[config.mk]
export PLATFORM = sky130hd
export DESIGN_NAME = hwpe_stream_sig_sink_flat
export DESIGN_NICKNAME = d
export VERILOG_FILES = /design/src/rtl/hwpe_stream_sig_sink_if.sv /design/src/rtl/hwpe_stream_sig_sink.sv /design/src/flat_wrapper.sv
export SDC_FILE = /design/constraint.sdc
export NUM_CORES = 1
export LEC_CHECK = 0
export CORE_MARGIN = 2
export CORE_UTILIZATION = 45
export DETAILED_ROUTE_END_ITERATION = 10
export PLACE_DENSITY_LB_ADDON = 0.2
export SYNTH_ARGS = -nofsm -noshare
export SYNTH_HDL_FRONTEND = slang
export SYNTH_SLANG_ARGS = --single-unit
[constraint.sdc]
create_clock -name clk_i -period 2.8 [get_ports clk_i]
set_input_delay 0.56 -clock clk_i [delete_from_list [all_inputs] [get_ports clk_i]]
set_output_delay 0.56 -clock clk_i [all_outputs]
set_load 0.02 [all_outputs]
[src/rtl/hwpe_stream_sig_sink_if.sv]
// -----------------------------------------------------------------------------
// hwpe_stream_intf_stream
// Valid/ready stream bundle used between stream producers and consumers.
//   valid : producer has a beat on data/strb
//   ready : consumer accepts the beat this cycle
//   data  : DATA_WIDTH payload
//   strb  : one enable bit per payload byte
// Modports: source (producer side), sink (consumer side).
// -----------------------------------------------------------------------------
interface hwpe_stream_intf_stream #(
    parameter int unsigned DATA_WIDTH = 32
);
    logic                    valid;
    logic                    ready;
    logic [DATA_WIDTH-1:0]   data;
    logic [DATA_WIDTH/8-1:0] strb;

    modport source (output valid, output data, output strb, input ready);
    modport sink   (input valid, input data, input strb, output ready);
endinterface

[src/rtl/hwpe_stream_sig_sink.sv]
// -----------------------------------------------------------------------------
// hwpe_stream_sig_sink
// Stream sink that terminates a stream producer with LFSR-driven pseudo-random
// backpressure and compresses every accepted beat into a 32-bit rotating
// signature. After a programmed number of beats it reports the beat count, the
// signature and whether it equals an expected value.
//
// Ports:
//   clk_i          : clock (single domain)
//   rst_ni         : asynchronous active-low reset
//   clear_i        : synchronous soft clear, back to IDLE, zeroes results/err
//   start_i        : start a transfer (accepted in IDLE and DONE)
//   expected_len_i : beats to accept, latched on start
//   expected_sig_i : expected final signature, latched on start
//   stall_thr_i    : backpressure threshold, 0 = never stall
//   push_i         : input stream (sink modport)
//   busy_o         : transfer running
//   done_o         : transfer finished, results held
//   match_o        : signature equals expected (only meaningful with done_o)
//   signature_o    : running signature
//   beat_cnt_o     : beats accepted since start
//   err_o          : sticky stream protocol error
//
// Build option: define HWPE_STREAM_SIG_SINK_PROTOCOL_CHECK_EN to build the
// stream protocol checker; otherwise err_o is tied low.
// -----------------------------------------------------------------------------
module hwpe_stream_sig_sink #(
    parameter int unsigned DATA_WIDTH = 32,
    parameter int unsigned CNT_WIDTH  = 16,
    parameter logic [15:0] LFSR_SEED  = 16'hACE1
) (
    input  logic                 clk_i,
    input  logic                 rst_ni,
    input  logic                 clear_i,
    input  logic                 start_i,
    input  logic [CNT_WIDTH-1:0] expected_len_i,
    input  logic [31:0]          expected_sig_i,
    input  logic [7:0]           stall_thr_i,
    hwpe_stream_intf_stream.sink push_i,
    output logic                 busy_o,
    output logic                 done_o,
    output logic                 match_o,
    output logic [31:0]          signature_o,
    output logic [CNT_WIDTH-1:0] beat_cnt_o,
    output logic                 err_o
);

    localparam int unsigned STRB_WIDTH = DATA_WIDTH / 8;
    localparam int unsigned N_CHUNK    = (DATA_WIDTH + 31) / 32;
    localparam int unsigned PAD_WIDTH  = N_CHUNK * 32;
    localparam logic [CNT_WIDTH-1:0] CNT_ONE = {{(CNT_WIDTH-1){1'b0}}, 1'b1};

    typedef enum logic [1:0] {
        ST_IDLE = 2'd0,
        ST_RUN  = 2'd1,
        ST_DONE = 2'd2
    } state_e;

    // Byte-mask the beat, then XOR all 32-bit chunks; the top chunk is
    // zero-padded when DATA_WIDTH is not a multiple of 32.
    function automatic logic [31:0] fold_beat(
        input logic [DATA_WIDTH-1:0] data,
        input logic [STRB_WIDTH-1:0] strb
    );
        logic [PAD_WIDTH-1:0] padded;
        logic [31:0]          acc;
        padded = '0;
        for (int k = 0; k < int'(STRB_WIDTH); k++) begin
            padded[8*k +: 8] = strb[k] ? data[8*k +: 8] : 8'h00;
        end
        acc = 32'h0000_0000;
        for (int c = 0; c < int'(N_CHUNK); c++) begin
            acc = acc ^ padded[32*c +: 32];
        end
        return acc;
    endfunction

    state_e               r_state;
    logic [15:0]          r_lfsr;
    logic [CNT_WIDTH-1:0] r_cnt;
    logic [31:0]          r_sig;
    logic [CNT_WIDTH-1:0] r_len;
    logic [31:0]          r_exp_sig;
    logic                 r_ready;
    logic                 r_busy;
    logic                 r_done;
    logic                 r_match;

    state_e               w_state_next;
    logic [CNT_WIDTH-1:0] w_cnt_next;
    logic [31:0]          w_sig_next;
    logic [CNT_WIDTH-1:0] w_len_next;
    logic [31:0]          w_exp_sig_next;
    logic [CNT_WIDTH-1:0] w_cnt_inc;
    logic                 w_beat;
    logic                 w_lfsr_fb;
    logic [15:0]          w_lfsr_next;
    logic                 w_ready_next;
    logic                 w_match_next;

    // r_ready is only ever high in RUN, so it alone qualifies the handshake.
    assign w_beat    = push_i.valid & r_ready;
    assign w_cnt_inc = r_cnt + CNT_ONE;

    // Fibonacci LFSR for x^16+x^14+x^13+x^11+1 (right shift, taps 0/2/3/5),
    // advancing only while a transfer runs.
    assign w_lfsr_fb   = r_lfsr[0] ^ r_lfsr[2] ^ r_lfsr[3] ^ r_lfsr[5];
    assign w_lfsr_next = (r_state == ST_RUN) ? {w_lfsr_fb, r_lfsr[15:1]} : r_lfsr;

    // Next-state, counter, signature and latched-expectation logic.
    always_comb begin
        w_state_next   = r_state;
        w_cnt_next     = r_cnt;
        w_sig_next     = r_sig;
        w_len_next     = r_len;
        w_exp_sig_next = r_exp_sig;
        if (clear_i) begin
            w_state_next = ST_IDLE;
            w_cnt_next   = '0;
            w_sig_next   = 32'h0000_0000;
        end else begin
            case (r_state)
                ST_IDLE, ST_DONE: begin
                    if (start_i) begin
                        w_len_next     = expected_len_i;
                        w_exp_sig_next = expected_sig_i;
                        w_cnt_next     = '0;
                        w_sig_next     = 32'h0000_0000;
                        if (expected_len_i == '0) begin
                            w_state_next = ST_DONE;
                        end else begin
                            w_state_next = ST_RUN;
                        end
                    end else begin
                        w_state_next = r_state;
                    end
                end
                ST_RUN: begin
                    if (w_beat) begin
                        w_cnt_next = w_cnt_inc;
                        w_sig_next = {r_sig[30:0], r_sig[31]} ^ fold_beat(push_i.data, push_i.strb);
                        if (w_cnt_inc == r_len) begin
                            w_state_next = ST_DONE;
                        end else begin
                            w_state_next = ST_RUN;
                        end
                    end else begin
                        w_state_next = ST_RUN;
                    end
                end
                default: begin
                    w_state_next = ST_IDLE;
                end
            endcase
        end
    end

    // Ready and match are computed from next-state values so that the
    // outputs are plain flops with no path from push_i.valid to ready.
    assign w_ready_next = (w_state_next == ST_RUN) && (w_lfsr_next[7:0] >= stall_thr_i);
    assign w_match_next = (w_state_next == ST_DONE) && (w_sig_next == w_exp_sig_next);

    // State, datapath and output registers.
    always_ff @(posedge clk_i or negedge rst_ni) begin
        if (!rst_ni) begin
            r_state   <= ST_IDLE;
            r_lfsr    <= LFSR_SEED;
            r_cnt     <= '0;
            r_sig     <= 32'h0000_0000;
            r_len     <= '0;
            r_exp_sig <= 32'h0000_0000;
            r_ready   <= 1'b0;
            r_busy    <= 1'b0;
            r_done    <= 1'b0;
            r_match   <= 1'b0;
        end else begin
            r_state   <= w_state_next;
            r_lfsr    <= w_lfsr_next;
            r_cnt     <= w_cnt_next;
            r_sig     <= w_sig_next;
            r_len     <= w_len_next;
            r_exp_sig <= w_exp_sig_next;
            r_ready   <= w_ready_next;
            r_busy    <= (w_state_next == ST_RUN);
            r_done    <= (w_state_next == ST_DONE);
            r_match   <= w_match_next;
        end
    end

    assign push_i.ready = r_ready;
    assign busy_o       = r_busy;
    assign done_o       = r_done;
    assign match_o      = r_match;
    assign signature_o  = r_sig;
    assign beat_cnt_o   = r_cnt;

`ifdef HWPE_STREAM_SIG_SINK_PROTOCOL_CHECK_EN
    logic                  r_stalled;
    logic [DATA_WIDTH-1:0] r_hold_data;
    logic [STRB_WIDTH-1:0] r_hold_strb;
    logic                  r_err;
    logic                  w_stall_now;
    logic                  w_violation;

    // A stalled beat (valid without ready) must be re-offered unchanged.
    assign w_stall_now = (r_state == ST_RUN) && push_i.valid && !r_ready;
    assign w_violation = (r_state == ST_RUN) && r_stalled &&
                         (!push_i.valid || (push_i.data != r_hold_data) ||
                          (push_i.strb != r_hold_strb));

    // Remember the stalled beat and accumulate the sticky error flag.
    always_ff @(posedge clk_i or negedge rst_ni) begin
        if (!rst_ni) begin
            r_stalled   <= 1'b0;
            r_hold_data <= '0;
            r_hold_strb <= '0;
            r_err       <= 1'b0;
        end else if (clear_i) begin
            r_stalled   <= 1'b0;
            r_hold_data <= '0;
            r_hold_strb <= '0;
            r_err       <= 1'b0;
        end else begin
            r_stalled   <= w_stall_now;
            r_hold_data <= push_i.data;
            r_hold_strb <= push_i.strb;
            r_err       <= r_err | w_violation;
        end
    end

    assign err_o = r_err;
`else
    assign err_o = 1'b0;
`endif

endmodule

[src/flat_wrapper.sv]
// flat-port wrapper written by rule: the top's interface ports become plain ports
module hwpe_stream_sig_sink_flat 
#(
    parameter int unsigned DATA_WIDTH = 32,
    parameter int unsigned CNT_WIDTH  = 16,
    parameter logic [15:0] LFSR_SEED  = 16'hACE1
)
  (clk_i, rst_ni, clear_i, start_i, expected_len_i, expected_sig_i, stall_thr_i, busy_o, done_o, match_o, signature_o, beat_cnt_o, err_o, push_i_valid, push_i_data, push_i_strb, push_i_ready);
  hwpe_stream_intf_stream #(.DATA_WIDTH(DATA_WIDTH)) push_i_i ();
  input  logic clk_i;
  input  logic rst_ni;
  input  logic clear_i;
  input  logic start_i;
  input  logic [CNT_WIDTH-1:0] expected_len_i;
  input  logic [31:0] expected_sig_i;
  input  logic [7:0] stall_thr_i;
  output logic busy_o;
  output logic done_o;
  output logic match_o;
  output logic [31:0] signature_o;
  output logic [CNT_WIDTH-1:0] beat_cnt_o;
  output logic err_o;
  input wire logic [$bits(push_i_i.valid)-1:0] push_i_valid;
  input wire logic [$bits(push_i_i.data)-1:0] push_i_data;
  input wire logic [$bits(push_i_i.strb)-1:0] push_i_strb;
  output wire logic [$bits(push_i_i.ready)-1:0] push_i_ready;
  assign push_i_i.valid = push_i_valid;
  assign push_i_i.data = push_i_data;
  assign push_i_i.strb = push_i_strb;
  assign push_i_ready = push_i_i.ready;
  hwpe_stream_sig_sink #(.DATA_WIDTH(DATA_WIDTH), .CNT_WIDTH(CNT_WIDTH), .LFSR_SEED(LFSR_SEED)) u_core (.clk_i(clk_i), .rst_ni(rst_ni), .clear_i(clear_i), .start_i(start_i), .expected_len_i(expected_len_i), .expected_sig_i(expected_sig_i), .stall_thr_i(stall_thr_i), .push_i(push_i_i), .busy_o(busy_o), .done_o(done_o), .match_o(match_o), .signature_o(signature_o), .beat_cnt_o(beat_cnt_o), .err_o(err_o));
endmodule
==> impl_summary.log, run 1 <==
[metrics] post-detail-place hpwl: 12500 um
[metrics] CTS Buffer Depth: 2
[metrics] Slew headroom: 26.6%
[metrics] drt wl/cell: 17.4 um
[metrics] flop-to-flop setup slack: 0.23 ns
[metrics] class of the tightest hold or removal check: in -> async
[metrics] Mapped Area: 6270 um2
[metrics] DRT Pass-1 Iters: 5
[metrics] most area-consuming cells after synthesis: sky130_fd_sc_hd__dfrtp_1 (44%), sky130_fd_sc_hd__mux2_2 (11%), sky130_fd_sc_hd__xor2_1 (6.0%)
[metrics] number of violations reported at the end of detailed-routing iteration 0: 334
[metrics] layout overhead on the synthesized area: 42.1%
[metrics] syn avg cell area: 10.5 um2
[metrics] Final Slew Violations: 0
[metrics] Yosys warning total: 0
[metrics] Met1 Routed Length: 7240 um
[metrics] clock period minus final worst setup slack: 2.57 ns
[metrics] Power per Cell Area: 544 nW/um2
[metrics] pin count of the biggest net entering global routing: 56
[metrics] Via density: 5.31
[metrics] commonest non-fill, non-tap cells in the layout: sky130_fd_sc_hd__clkdlybuf4s50_1 (147), sky130_fd_sc_hd__dfrtp_1 (109), sky130_fd_sc_hd__mux2_2 (62)
[metrics] Static Leak: 3.78 nW
[metrics] worst-case vdd ir drop: 0.356 mV
[metrics] RD Place Congestion: 0.893
[metrics] top layer used by detailed routing: met4
[metrics] worst reg-to-reg path cell count: 7
[metrics] reg2reg start: u_core.beat_cnt_o[0]$_DFFE_PN0P_
[metrics] Fin. Hold Viols: 0
[metrics] number of buffers created by CTS: 17
[metrics] initial antenna violation count: 0
[metrics] Tot GR Track Use: 23.7%
[metrics] DRT Wirelength: 17000 um
[metrics] Sinks on Clock Net: 118
[metrics] remaining routing DRC violations: 0
[metrics] number of cells after detailed placement: 943
[metrics] height of the chip: 122 um
[metrics] run status: completed
[metrics] Final nets: 889
[metrics] clock latency on the worst-skew pair: 0.42 ns
[metrics] placeable core area: 13800 um2
[metrics] number of nets in the synthesized netlist: 701
[metrics] most common library cell in the layout ignoring fill and taps: sky130_fd_sc_hd__clkdlybuf4s50_1
[metrics] crit path launch: u_core.beat_cnt_o[0]$_DFFE_PN0P_
[metrics] fin util: 64.7%
[metrics] highest achievable clock rate: 389 MHz
[metrics] share of post-route cells with drive strength above 1: 21.6%
[metrics] gate count of the mapped netlist: 595
[metrics] Setup crit start kind: flip-flop
[metrics] Ant. Diodes: 0
[metrics] Final Total Pwr: 0.00485 W
[metrics] FFs w/ async S/R, synth: 100%
[metrics] sequential share of the synthesized area: 47.2%
[metrics] post-route fraction of the period consumed by the critical path: 91.9%
[metrics] number of synthesized flops with an enable pin: 0
[metrics] WHS: 0.124 ns
[metrics] RSZ-0062 raised after global routing: no
[metrics] clock skew after layout: 0.0107 ns
[metrics] post-CTS clock slew at the launch and capture registers of the worst setup and hold paths: 0.06 ns
[metrics] share of the synthesized area in the top cell type: 43.9%
[metrics] critical path arrival: 2.86 ns
[metrics] TritonCTS clock tree: done
[metrics] number of endpoints failing setup at the final stage: 0
[metrics] Distinct cells, synth: 58
[metrics] number of rows in the core area: 43
[metrics] Clock Tree Root: sky130_fd_sc_hd__clkbuf_16
[metrics] critical path data required time: 3.08 ns
[metrics] Worst-Margin Slew: 1.10 ns
[metrics] number of H-tree levels: 4
[metrics] FF-to-FF End: u_core.push_i.ready$_DFF_PN0_
[metrics] boundary pin count: 150
[metrics] leading area contributor after synthesis: sky130_fd_sc_hd__dfrtp_1
[metrics] global-route wire length before repair: 27100 um
[metrics] effective utilization at floorplan: 45.6%
[metrics] count of non-filler cells in the finished layout: 976
[metrics] Overflow after GRT: 0
[metrics] class of the most critical setup path: reg -> reg
[metrics] endpoint type of the worst setup path: flip-flop
[metrics] Routed Antenna Nets: 0
[metrics] total number of vias: 5182
[metrics] maximum net fanout on the critical path: 7
[metrics] area enclosed by the die boundary: 14900 um2
[metrics] MaxCap Viol Count: 0
[metrics] flip-flop cell with the highest count after synthesis: sky130_fd_sc_hd__dfrtp_1
[metrics] Sum Neg Setup Slack: 0 ns
[metrics] metal3 WL: 943 um
[metrics] Chip Width: 122 um
[metrics] destination of the critical timing path: u_core.push_i.ready$_DFF_PN0_
[metrics] vias in the first global route: 5269
[metrics] # port buffers: 148
[metrics] met2 routed wirelength: 8570 um
[metrics] flop and latch count out of synthesis: 118
==> critical path, stage by stage, from the launching register on <==
cell	delay, ns
sky130_fd_sc_hd__dfrtp_1	0.47
sky130_fd_sc_hd__nand3_1	0.26
sky130_fd_sc_hd__or4_1	0.58
sky130_fd_sc_hd__a222oi_1	0.32
sky130_fd_sc_hd__a21boi_2	0.22
sky130_fd_sc_hd__nand4_2	0.15
sky130_fd_sc_hd__a21oi_1	0.35
sky130_fd_sc_hd__nor3_1	0.10
==> metal layers <==
layer  vias to the layer above  track usage (%)
li1                       2486                -
met5                         -                0
met2                       170             40.0
met1                      2504             30.5
met4                         0             7.69
met3                        22             5.10
==> cell usage after synthesis (4+ instances only) <==
master,number
sky130_fd_sc_hd__dfrtp_1,110
sky130_fd_sc_hd__mux2_2,62
sky130_fd_sc_hd__nor2_1,48
sky130_fd_sc_hd__nand2_1,46
sky130_fd_sc_hd__xor2_1,43
sky130_fd_sc_hd__xnor2_1,35
sky130_fd_sc_hd__o21ai_0,33
sky130_fd_sc_hd__a211oi_1,27
sky130_fd_sc_hd__buf_2,19
sky130_fd_sc_hd__a21oi_1,13
sky130_fd_sc_hd__nand3_1,13
sky130_fd_sc_hd__clkbuf_1,11
sky130_fd_sc_hd__inv_1,10
sky130_fd_sc_hd__nand4_1,10
sky130_fd_sc_hd__ha_1,9
sky130_fd_sc_hd__nor4_1,9
sky130_fd_sc_hd__dfstp_2,8
sky130_fd_sc_hd__and2_1,6
sky130_fd_sc_hd__nand2b_1,6
sky130_fd_sc_hd__a21boi_0,4
sky130_fd_sc_hd__a31oi_1,4
sky130_fd_sc_hd__and3b_1,4
sky130_fd_sc_hd__and4_1,4
sky130_fd_sc_hd__buf_4,4
sky130_fd_sc_hd__nor3_1,4
sky130_fd_sc_hd__o31ai_1,4
sky130_fd_sc_hd__or2_2,4
==> cells by family (layout without fill, tap and decap cells) <==
logic type / count (synthesis) / after routing / share of synthesized area, %
other cells: 1 / 1 / 0.0598
xor+xnor: 78 / 78 / 10.9
fa+ha+maj: 9 / 9 / 1.79
mux: 64 / 64 / 11.4
flops: 118 / 118 / 47.2
buf+inv: 46 / 247 / 3.37
compound gates: 105 / 105 / 11.0
simple gates: 174 / 174 / 14.2
==> report_power, final <==
part           total (W)  switching [W]  internal (W)
Combinational   0.000696       0.000311      0.000385
Clock            0.00224       0.000772       0.00147
Sequential       0.00191      0.0000640       0.00184
==> area by class of cell <==
type | instances | area (um2)
Timing Repair Buffer | 205 | 1960
Sequential cell | 118 | 2960
Multi-Input combinational cell | 431 | 3110
Tap cell | 180 | 225
Inverter | 10 | 37.5
Fill cell | 1112 | 4860
Clock buffer | 21 | 470
Clock inverter | 11 | 146
==> worst min path at each step <==
stage	endpoint	cells past startpoint
final	u_core.signature_o[28]$_DFF_PN0_	1
after global routing	u_core.signature_o[28]$_DFF_PN0_	1
after CTS	u_core.signature_o[28]$_DFF_PN0_	1
after detailed placement	u_core.r_lfsr[15]$_DFFE_PN1P_	2
after global placement	u_core.r_lfsr[15]$_DFFE_PN1P_	2
after floorplan	u_core.beat_cnt_o[0]$_DFFE_PN0P_	0
==> what timing repair did <==
item / 4_1_cts / 5_1_grt
setup buffers: 0 / 1
hold buffers: 0 / 0
setup endpoints to repair: 0 / 4
gates resized for setup: 0 / 2
==> per-stage QoR <==
step | setup WS [ns] | area (um2)
global route | 0.00507 | 8910
finish | 0.227 | 8910
global placement | -0.0670 | 8280
CTS | 0.0987 | 8900
detailed placement | -0.187 | 8280
floorplan | 0.0303 | 6270
==> state kept, by name, indices dropped and copies added, names as in the netlist <==
| register | flops |
|---|---|
| u_core.r_exp_sig | 32 |
| u_core.r_lfsr | 16 |
| u_core.push_i.ready | 1 |
| u_core.signature_o | 32 |
| u_core.beat_cnt_o | 16 |
| u_core.done_o | 1 |
| u_core.match_o | 1 |
| u_core.r_state | 2 |
| u_core.busy_o | 1 |
| u_core.r_len | 16 |
No activity file was read; power rests on OpenSTA's default activity.
==> run 2, diff against run 1 <==
- clock period: 2.8 -> 2.3 ns (I/O delays scaled with it)
==> run 2 against run 1 <==
The run now ends with negative setup slack left; critical path depth is 1 higher; fmax increased by 7.6%; clock power rose by 8.9%; first-iteration DRC count rose by 13%; clock skew is 0.0062 ns lower; worst setup slack got worse by 0.32 ns; wire length rose by 5.9%; design area increased by 4.0%; register-to-register slack lost 0.32 ns; sequential power is 21% higher; non-clock buffer count rose by 34; critical path type unchanged; critical endpoint is now u_core.match_o$_DFF_PN0_.
==> impl_summary.log, run 2 (same netlist as run 1, synthesis figures left out) <==
[metrics] run status: complete, but fails checks
[metrics] failing checks: negative setup slack
[metrics] drt wl/cell: 17.8 um (+2.6%)
[metrics] Ant. Diodes: 0 (unchanged)
[metrics] share of post-route cells with drive strength above 1: 26.2% (+4.6 points)
[metrics] Worst-Margin Slew: 0.524 ns (-0.574 ns)
[metrics] Clock Tree Root: sky130_fd_sc_hd__clkbuf_16
[metrics] post-route fraction of the period consumed by the critical path: 104% (+12 points)
[metrics] clock period minus final worst setup slack: 2.39 ns (-0.182 ns)
[metrics] TritonCTS clock tree: done
[metrics] number of rows in the core area: 43 (unchanged)
[metrics] boundary pin count: 150 (unchanged)
[metrics] most common library cell in the layout ignoring fill and taps: sky130_fd_sc_hd__clkdlybuf4s50_1
[metrics] clock skew after layout: 0.00457 ns (-0.00615 ns)
[metrics] effective utilization at floorplan: 45.6% (unchanged)
[metrics] post-layout worst setup margin: -0.0912 ns (-0.318 ns)
[metrics] Via density: 5.35 (+0.82%)
[metrics] Overflow after GRT: 0 (unchanged)
[metrics] Sinks on Clock Net: 118 (unchanged)
[metrics] number of buffers created by CTS: 17 (unchanged)
[metrics] pin count of the biggest net entering global routing: 45 (-20%)
[metrics] global-route wire length before repair: 28100 um (+3.9%)
[metrics] delay of the slowest cell on the worst path: 0.37 ns (-0.21 ns)
[metrics] Power per Cell Area: 612 nW/um2 (+13%)
[metrics] Final Slew Violations: 0 (unchanged)
[metrics] Slew headroom: 65.1% (+39 points)
[metrics] Final Total Pwr: 0.00567 W (+17%)
[metrics] worst-case vdd ir drop: 0.456 mV (+28%)
[metrics] # port buffers: 148 (unchanged)
[metrics] Fin. Hold Viols: 0 (unchanged)
[metrics] number of endpoints failing setup at the final stage: 4 (+4)
[metrics] Chip Width: 122 um (unchanged)
[metrics] RD Place Congestion: 0.898 (+0.62%)
[metrics] critical path data required time: 2.65 ns (-0.43 ns)
[metrics] Final nets: 923 (+3.8%)
[metrics] total number of vias: 5396 (+4.1%)
[metrics] maximum net fanout on the critical path: 5 (-2)
[metrics] Static Leak: 3.97 nW (+4.9%)
[metrics] initial antenna violation count: 0 (unchanged)
[metrics] CP Cell Sequence: nand4_1 > buf_4 > or3_1 > a222oi_1 > a21boi_2 > nand4_4 > o32ai_4 > and4_1
[metrics] DRT Pass-1 Iters: 5 (unchanged)
[metrics] layout overhead on the synthesized area: 47.8%
[metrics] post-CTS clock slew at the launch and capture registers of the worst setup and hold paths: 0.05 ns (about the same)
[metrics] placeable core area: 13800 um2 (unchanged)
[metrics] height of the chip: 122 um (unchanged)
[metrics] highest achievable clock rate: 418 MHz (+7.6%)
[metrics] commonest non-fill, non-tap cells in the layout: sky130_fd_sc_hd__clkdlybuf4s50_1 (146), sky130_fd_sc_hd__dfrtp_1 (108), sky130_fd_sc_hd__buf_4 (85)
[metrics] MaxCap Viol Count: 0 (unchanged)
[metrics] Routed Antenna Nets: 0 (unchanged)
[metrics] remaining routing DRC violations: 0 (unchanged)
[metrics] CTS Buffer Depth: 2 (unchanged)
[metrics] RSZ-0062 raised after global routing: yes
[metrics] DRT Wirelength: 18000 um (+5.9%)
[metrics] clock latency on the worst-skew pair: 0.41 ns (about the same)
[metrics] class of the most critical setup path: reg -> reg
[metrics] Tot GR Track Use: 24.7% (+0.95 points)
[metrics] Setup crit start kind: flip-flop
[metrics] area enclosed by the die boundary: 14900 um2 (unchanged)
[metrics] fin util: 67.3% (+2.6 points)
[metrics] vias in the first global route: 5568 (+5.7%)
[metrics] number of H-tree levels: 4 (unchanged)
[metrics] post-detail-place hpwl: 13100 um (+5.1%)
[metrics] class of the tightest hold or removal check: in -> async
[metrics] critical path arrival: 2.74 ns (-0.12 ns)
[metrics] cell with the largest stage delay on the worst path: sky130_fd_sc_hd__or3_1
[metrics] number of violations reported at the end of detailed-routing iteration 0: 379 (+13%)
[metrics] endpoint type of the worst setup path: flip-flop
[run 2: timing repair]
item | in CTS | in global routing
hold buffers | 0 | 0
cloned | 0 | 1
endpoints found under the hold margin | 0 | 0
resized for setup | 19 | 6
setup buffers | 1 | 1
setup endpoints to repair | 10 | 20
pin swaps | 8 | 2
[run 2: metrics by stage]
| stage | instances | hold WS, ns | TNS, ns | instance area, um2 | worst slack [ns] |
|---|---|---|---|---|---|
| floorplan | 595 | 0.164 | 0 | 6310 | 0.0000169 |
| CTS | 1006 | 0.0270 | -0.0554 | 9220 | -0.0441 |
| global placement | 975 | 0.466 | -6.08 | 8550 | -0.508 |
| finish | 1008 | 0.0142 | -0.178 | 9270 | -0.0912 |
| detailed placement | 975 | 0.467 | -7.13 | 8550 | -0.564 |
| global route | 1008 | 0.0508 | -0.480 | 9270 | -0.182 |
[run 2: path summary, 6_finish.rpt]
path                                                   from                             end  slack [ns]  depth (start not counted)
setup / recovery           u_core.beat_cnt_o[3]$_DFFE_PN0P_        u_core.match_o$_DFF_PN0_       -0.09                          8
hold / removal                                       rst_ni  u_core.r_exp_sig[11]$_DFF_PN0_        0.01                          1
setup reg to reg           u_core.beat_cnt_o[3]$_DFFE_PN0P_        u_core.match_o$_DFF_PN0_       -0.09                          8
hold reg to reg               u_core.r_lfsr[15]$_DFFE_PN1P_   u_core.r_lfsr[15]$_DFFE_PN1P_        0.49                          2
max in group asynchronous                            rst_ni     u_core.r_len[4]$_DFFE_PN0P_        1.56                          2
min in group clk_i            u_core.r_lfsr[15]$_DFFE_PN1P_   u_core.r_lfsr[15]$_DFFE_PN1P_        0.49                          2
[run 2: per-layer routing]
| metal | wire length, um | up-vias | GRT usage (%) |
|---|---|---|---|
| li1 | - | 2547 | - |
| met1 | 7500 | 2626 | 31.0 |
| met2 | 9000 | 193 | 41.6 |
| met3 | 1050 | 30 | 4.87 |
| met4 | 411 | 0 | 10.3 |
| met5 | 0 | - | 0 |
[run 2: critical path: cells and delay by family (launching register included)]
| family | cells | cell delay [ns] |
|---|---|---|
| flops | 1 | 0.35 |
| simple gates | 4 | 1.01 |
| buf+inv | 1 | 0.23 |
| compound gates | 3 | 0.73 |
[run 2: final cells by class]
cell class              count  area [um2]
well taps                 180         225
multi-input cells         431        3250
fillers                  1086        4500
clock buffers              26         499
inverters                  10        37.5
flip-flops and latches    118        2970
repair buffers            239        2250
clock inverters             4        45.0
[run 2: where the power goes]
group,internal [W],total [W],switching [W]
Combinational,0.000494,0.000906,0.000412
Sequential,0.00225,0.00232,0.0000771
Clock,0.00158,0.00244,0.000865
Total,0.00432,0.00567,0.00135
==> run 3, diff against run 2 <==
- CAP_MARGIN: not set -> 25
- CORE_ASPECT_RATIO: not set -> 0.6
- HOLD_SLACK_MARGIN: not set -> 0.06
==> run 3 against run 2 <==
The flow still finishes with violations (negative setup slack); critical path depth up 2; flip-flop and latch count unchanged; combinational power up 8.5%; sequential share of layout area down 2.1 points; wire length up 13%; die area up 0.21%; sequential power about the same; power up 8.6%; clock skew up 0.0069 ns; fmax down 5.4%; global-route usage up 2.4 points.
==> impl_summary.log, run 3 (same netlist as run 1, synthesis figures left out) <==
[metrics] Final nets: 960 (+4.0%)
[metrics] Slew headroom: 54.6% (-10 points)
[metrics] CTS Buffer Depth: 2 (unchanged)
[metrics] Static Leak: 4.27 nW (+7.6%)
[metrics] Ant. Diodes: 0 (unchanged)
[metrics] number of rows in the core area: 33 (-23%)
[metrics] clock period minus final worst setup slack: 2.53 ns (+0.137 ns)
[metrics] initial antenna violation count: 3 (+3)
[metrics] clock latency on the worst-skew pair: 0.41 ns (about the same)
[metrics] worst-case vdd ir drop: 0.552 mV (+21%)
[metrics] Via density: 5.46 (+2.0%)
[metrics] highest achievable clock rate: 395 MHz (-5.4%)
[metrics] power share of the combinational group: 15.9% (about the same)
[metrics] class of the tightest hold or removal check: reg -> reg
[metrics] Cell Int Power: 0.00467 W (+8.0%)
[metrics] number of H-tree levels: 4 (unchanged)
[metrics] failing checks: negative setup slack
[metrics] TritonCTS clock tree: done
[metrics] DRT Pass-1 Iters: 5 (unchanged)
[metrics] Sinks on Clock Net: 118 (unchanged)
[metrics] boundary pin count: 150 (unchanged)
[metrics] Routed Antenna Nets: 0 (unchanged)
[metrics] Final Slew Violations: 0 (unchanged)
[metrics] Clock Tree Root: sky130_fd_sc_hd__clkbuf_16
[metrics] Flop pwr share: 37.9% (-3.1 points)
[metrics] effective utilization at floorplan: 46.1% (+0.49 points)
[metrics] commonest non-fill, non-tap cells in the layout: sky130_fd_sc_hd__clkdlybuf4s50_1 (144), sky130_fd_sc_hd__buf_4 (108), sky130_fd_sc_hd__dfrtp_1 (107)
[metrics] endpoint type of the worst setup path: flip-flop
[metrics] WHS: 0.474 ns (+0.459 ns)
[metrics] Setup crit start kind: flip-flop
[metrics] RD Place Congestion: 0.906 (+0.80%)
[metrics] critical path data required time: 2.65 ns (about the same)
[metrics] cell area reported after detailed placement: 8630 um2 (+1.0%)
[metrics] MaxCap Viol Count: 0 (unchanged)
[metrics] cell area after layout: 9930 um2 (+7.1%)
[metrics] RSZ-0062 raised after global routing: yes
[metrics] clock skew after layout: 0.0114 ns (+0.00687 ns)
[metrics] clock share of power: 46.2% (+3.1 points)
[metrics] global-route wire length before repair: 30600 um (+9.0%)
[metrics] maximum net fanout on the critical path: 7 (+2)
[metrics] total number of vias: 5682 (+5.3%)
[metrics] Chip Width: 156 um (+28%)
[metrics] Fin. Hold Viols: 0 (unchanged)
[metrics] run status: complete, but fails checks
[metrics] placeable core area: 13600 um2 (-1.1%)
[metrics] class of the most critical setup path: reg -> reg
[metrics] number of endpoints failing setup at the final stage: 1 (-3)
[metrics] Tot GR Track Use: 27.1% (+2.4 points)
[metrics] critical path arrival: 2.87 ns (+0.13 ns)
[metrics] pin count of the biggest net entering global routing: 57 (+27%)
[metrics] remaining routing DRC violations: 0 (unchanged)
[metrics] post-detail-place hpwl: 13900 um (+5.4%)
[metrics] drt wl/cell: 19.5 um (+9.3%)
[metrics] post-CTS clock slew at the launch and capture registers of the worst setup and hold paths: 0.06 ns (about the same)
[metrics] # port buffers: 148 (unchanged)
[metrics] Power per Cell Area: 620 nW/um2 (+1.4%)
[metrics] Overflow after GRT: 0 (unchanged)
[metrics] vias in the first global route: 5730 (+2.9%)
[metrics] fin util: 72.9% (+5.6 points)
[metrics] number of violations reported at the end of detailed-routing iteration 0: 401 (+5.8%)
[metrics] switching share of total power: 24.3% (+0.41 points)
[metrics] Worst-Margin Slew: 0.679 ns (+0.155 ns)
[metrics] number of buffers created by CTS: 17 (unchanged)
[metrics] most common library cell in the layout ignoring fill and taps: sky130_fd_sc_hd__clkdlybuf4s50_1
[metrics] post-layout worst setup margin: -0.229 ns (-0.137 ns)
[metrics] switching power summed over all nets: 0.00150 W (+10%)
[metrics] DRT Wirelength: 20300 um (+13%)
[metrics] post-route fraction of the period consumed by the critical path: 110% (+6.0 points)
[metrics] share of post-route cells with drive strength above 1: 32.4% (+6.2 points)
[metrics] height of the chip: 95.5 um (-22%)
[metrics] area enclosed by the die boundary: 14900 um2 (+0.21%)
[metrics] layout overhead on the synthesized area: 58.3%
run 3: changes by cell type in the layout (fill, tap and decap cells not counted), moves of 5 or more:
cell / before / now
sky130_fd_sc_hd__buf_12: 5 / 11
sky130_fd_sc_hd__buf_4: 85 / 108
sky130_fd_sc_hd__a211oi_1: 21 / 13
sky130_fd_sc_hd__a211oi_2: 6 / 14
sky130_fd_sc_hd__buf_16: 0 / 5
run 3: power by group through the flow:
stage          combinational (W)  clock [W]  sequential, W
4_1_cts                 0.000937    0.00288        0.00233
2_1_floorplan           0.000506          0        0.00233
5_1_grt                  0.00106    0.00298        0.00235
3_5_place_dp            0.000876          0        0.00237
3_3_place_gp            0.000852          0        0.00235
6_report                0.000983    0.00285        0.00233
run 3: critical path, cell delays in order (launching register included):
cell	delay, ns
sky130_fd_sc_hd__dfrtp_1	0.39
sky130_fd_sc_hd__and4b_4	0.42
sky130_fd_sc_hd__buf_12	0.13
sky130_fd_sc_hd__buf_12	0.09
sky130_fd_sc_hd__buf_16	0.11
sky130_fd_sc_hd__o21ai_0	0.14
sky130_fd_sc_hd__a21oi_2	0.28
sky130_fd_sc_hd__xor2_1	0.16
sky130_fd_sc_hd__nor4_2	0.26
sky130_fd_sc_hd__and4_1	0.28
sky130_fd_sc_hd__and4_1	0.20
run 3: cell type report:
cell class / count / area, um2
fillers: 936 / 3690
multi-input cells: 431 / 3400
clock inverters: 8 / 146
inverters: 10 / 37.5
repair buffers: 276 / 2690
clock buffers: 23 / 478
flip-flops and latches: 118 / 2970
well taps: 175 / 219
run 3: metal layers:
metal | vias up | part of all wire (%) | GRT usage [%] | routed length (um)
met5 | - | 0 | 0 | 0
li1 | 2634 | - | - | -
met4 | 0 | 1.9 | 8.94 | 387
met1 | 2767 | 47 | 39.4 | 9470
met3 | 37 | 6.4 | 4.64 | 1310
met2 | 244 | 45 | 41.4 | 9100
run 3: worst paths after layout:
check                           depth (start not counted)  slack (ns)                          start                                to
worst min-delay path                                    2        0.47  u_core.r_lfsr[15]$_DFFE_PN1P_     u_core.r_lfsr[15]$_DFFE_PN1P_
max in group asynchronous                               3        1.14                         rst_ni  u_core.signature_o[28]$_DFF_PN0_
worst max-delay path                                   10       -0.23    u_core.r_state[1]$_DFF_PN0_          u_core.match_o$_DFF_PN0_
worst min register to register                          2        0.47  u_core.r_lfsr[15]$_DFFE_PN1P_     u_core.r_lfsr[15]$_DFFE_PN1P_
worst max register to register                         10       -0.23    u_core.r_state[1]$_DFF_PN0_          u_core.match_o$_DFF_PN0_
min in group asynchronous                               2        0.49                         rst_ni        u_core.r_lfsr[2]$_DFF_PN0_
run 3: what timing repair did:
item | CTS | global route
hold buffers | 1 | 0
pin swaps | 27 | 20
buffers inserted | 17 | 8
setup endpoints to repair | 5 | 4
cloned | 5 | 0
gates resized for setup | 41 | 23
hold endpoints to repair | 20 | 0
run 3: stage by stage:
stage,setup TNS [ns],std cells,worst slack (ns),total power [W]
floorplan,0,595,0.0000169,0.00284
global placement,-7.65,979,-0.549,0.00321
detailed placement,-4.00,980,-0.592,0.00324
CTS,-0.00505,1033,-0.00505,0.00615
global route,-0.436,1041,-0.326,0.00639
finish,-0.229,1041,-0.229,0.00616
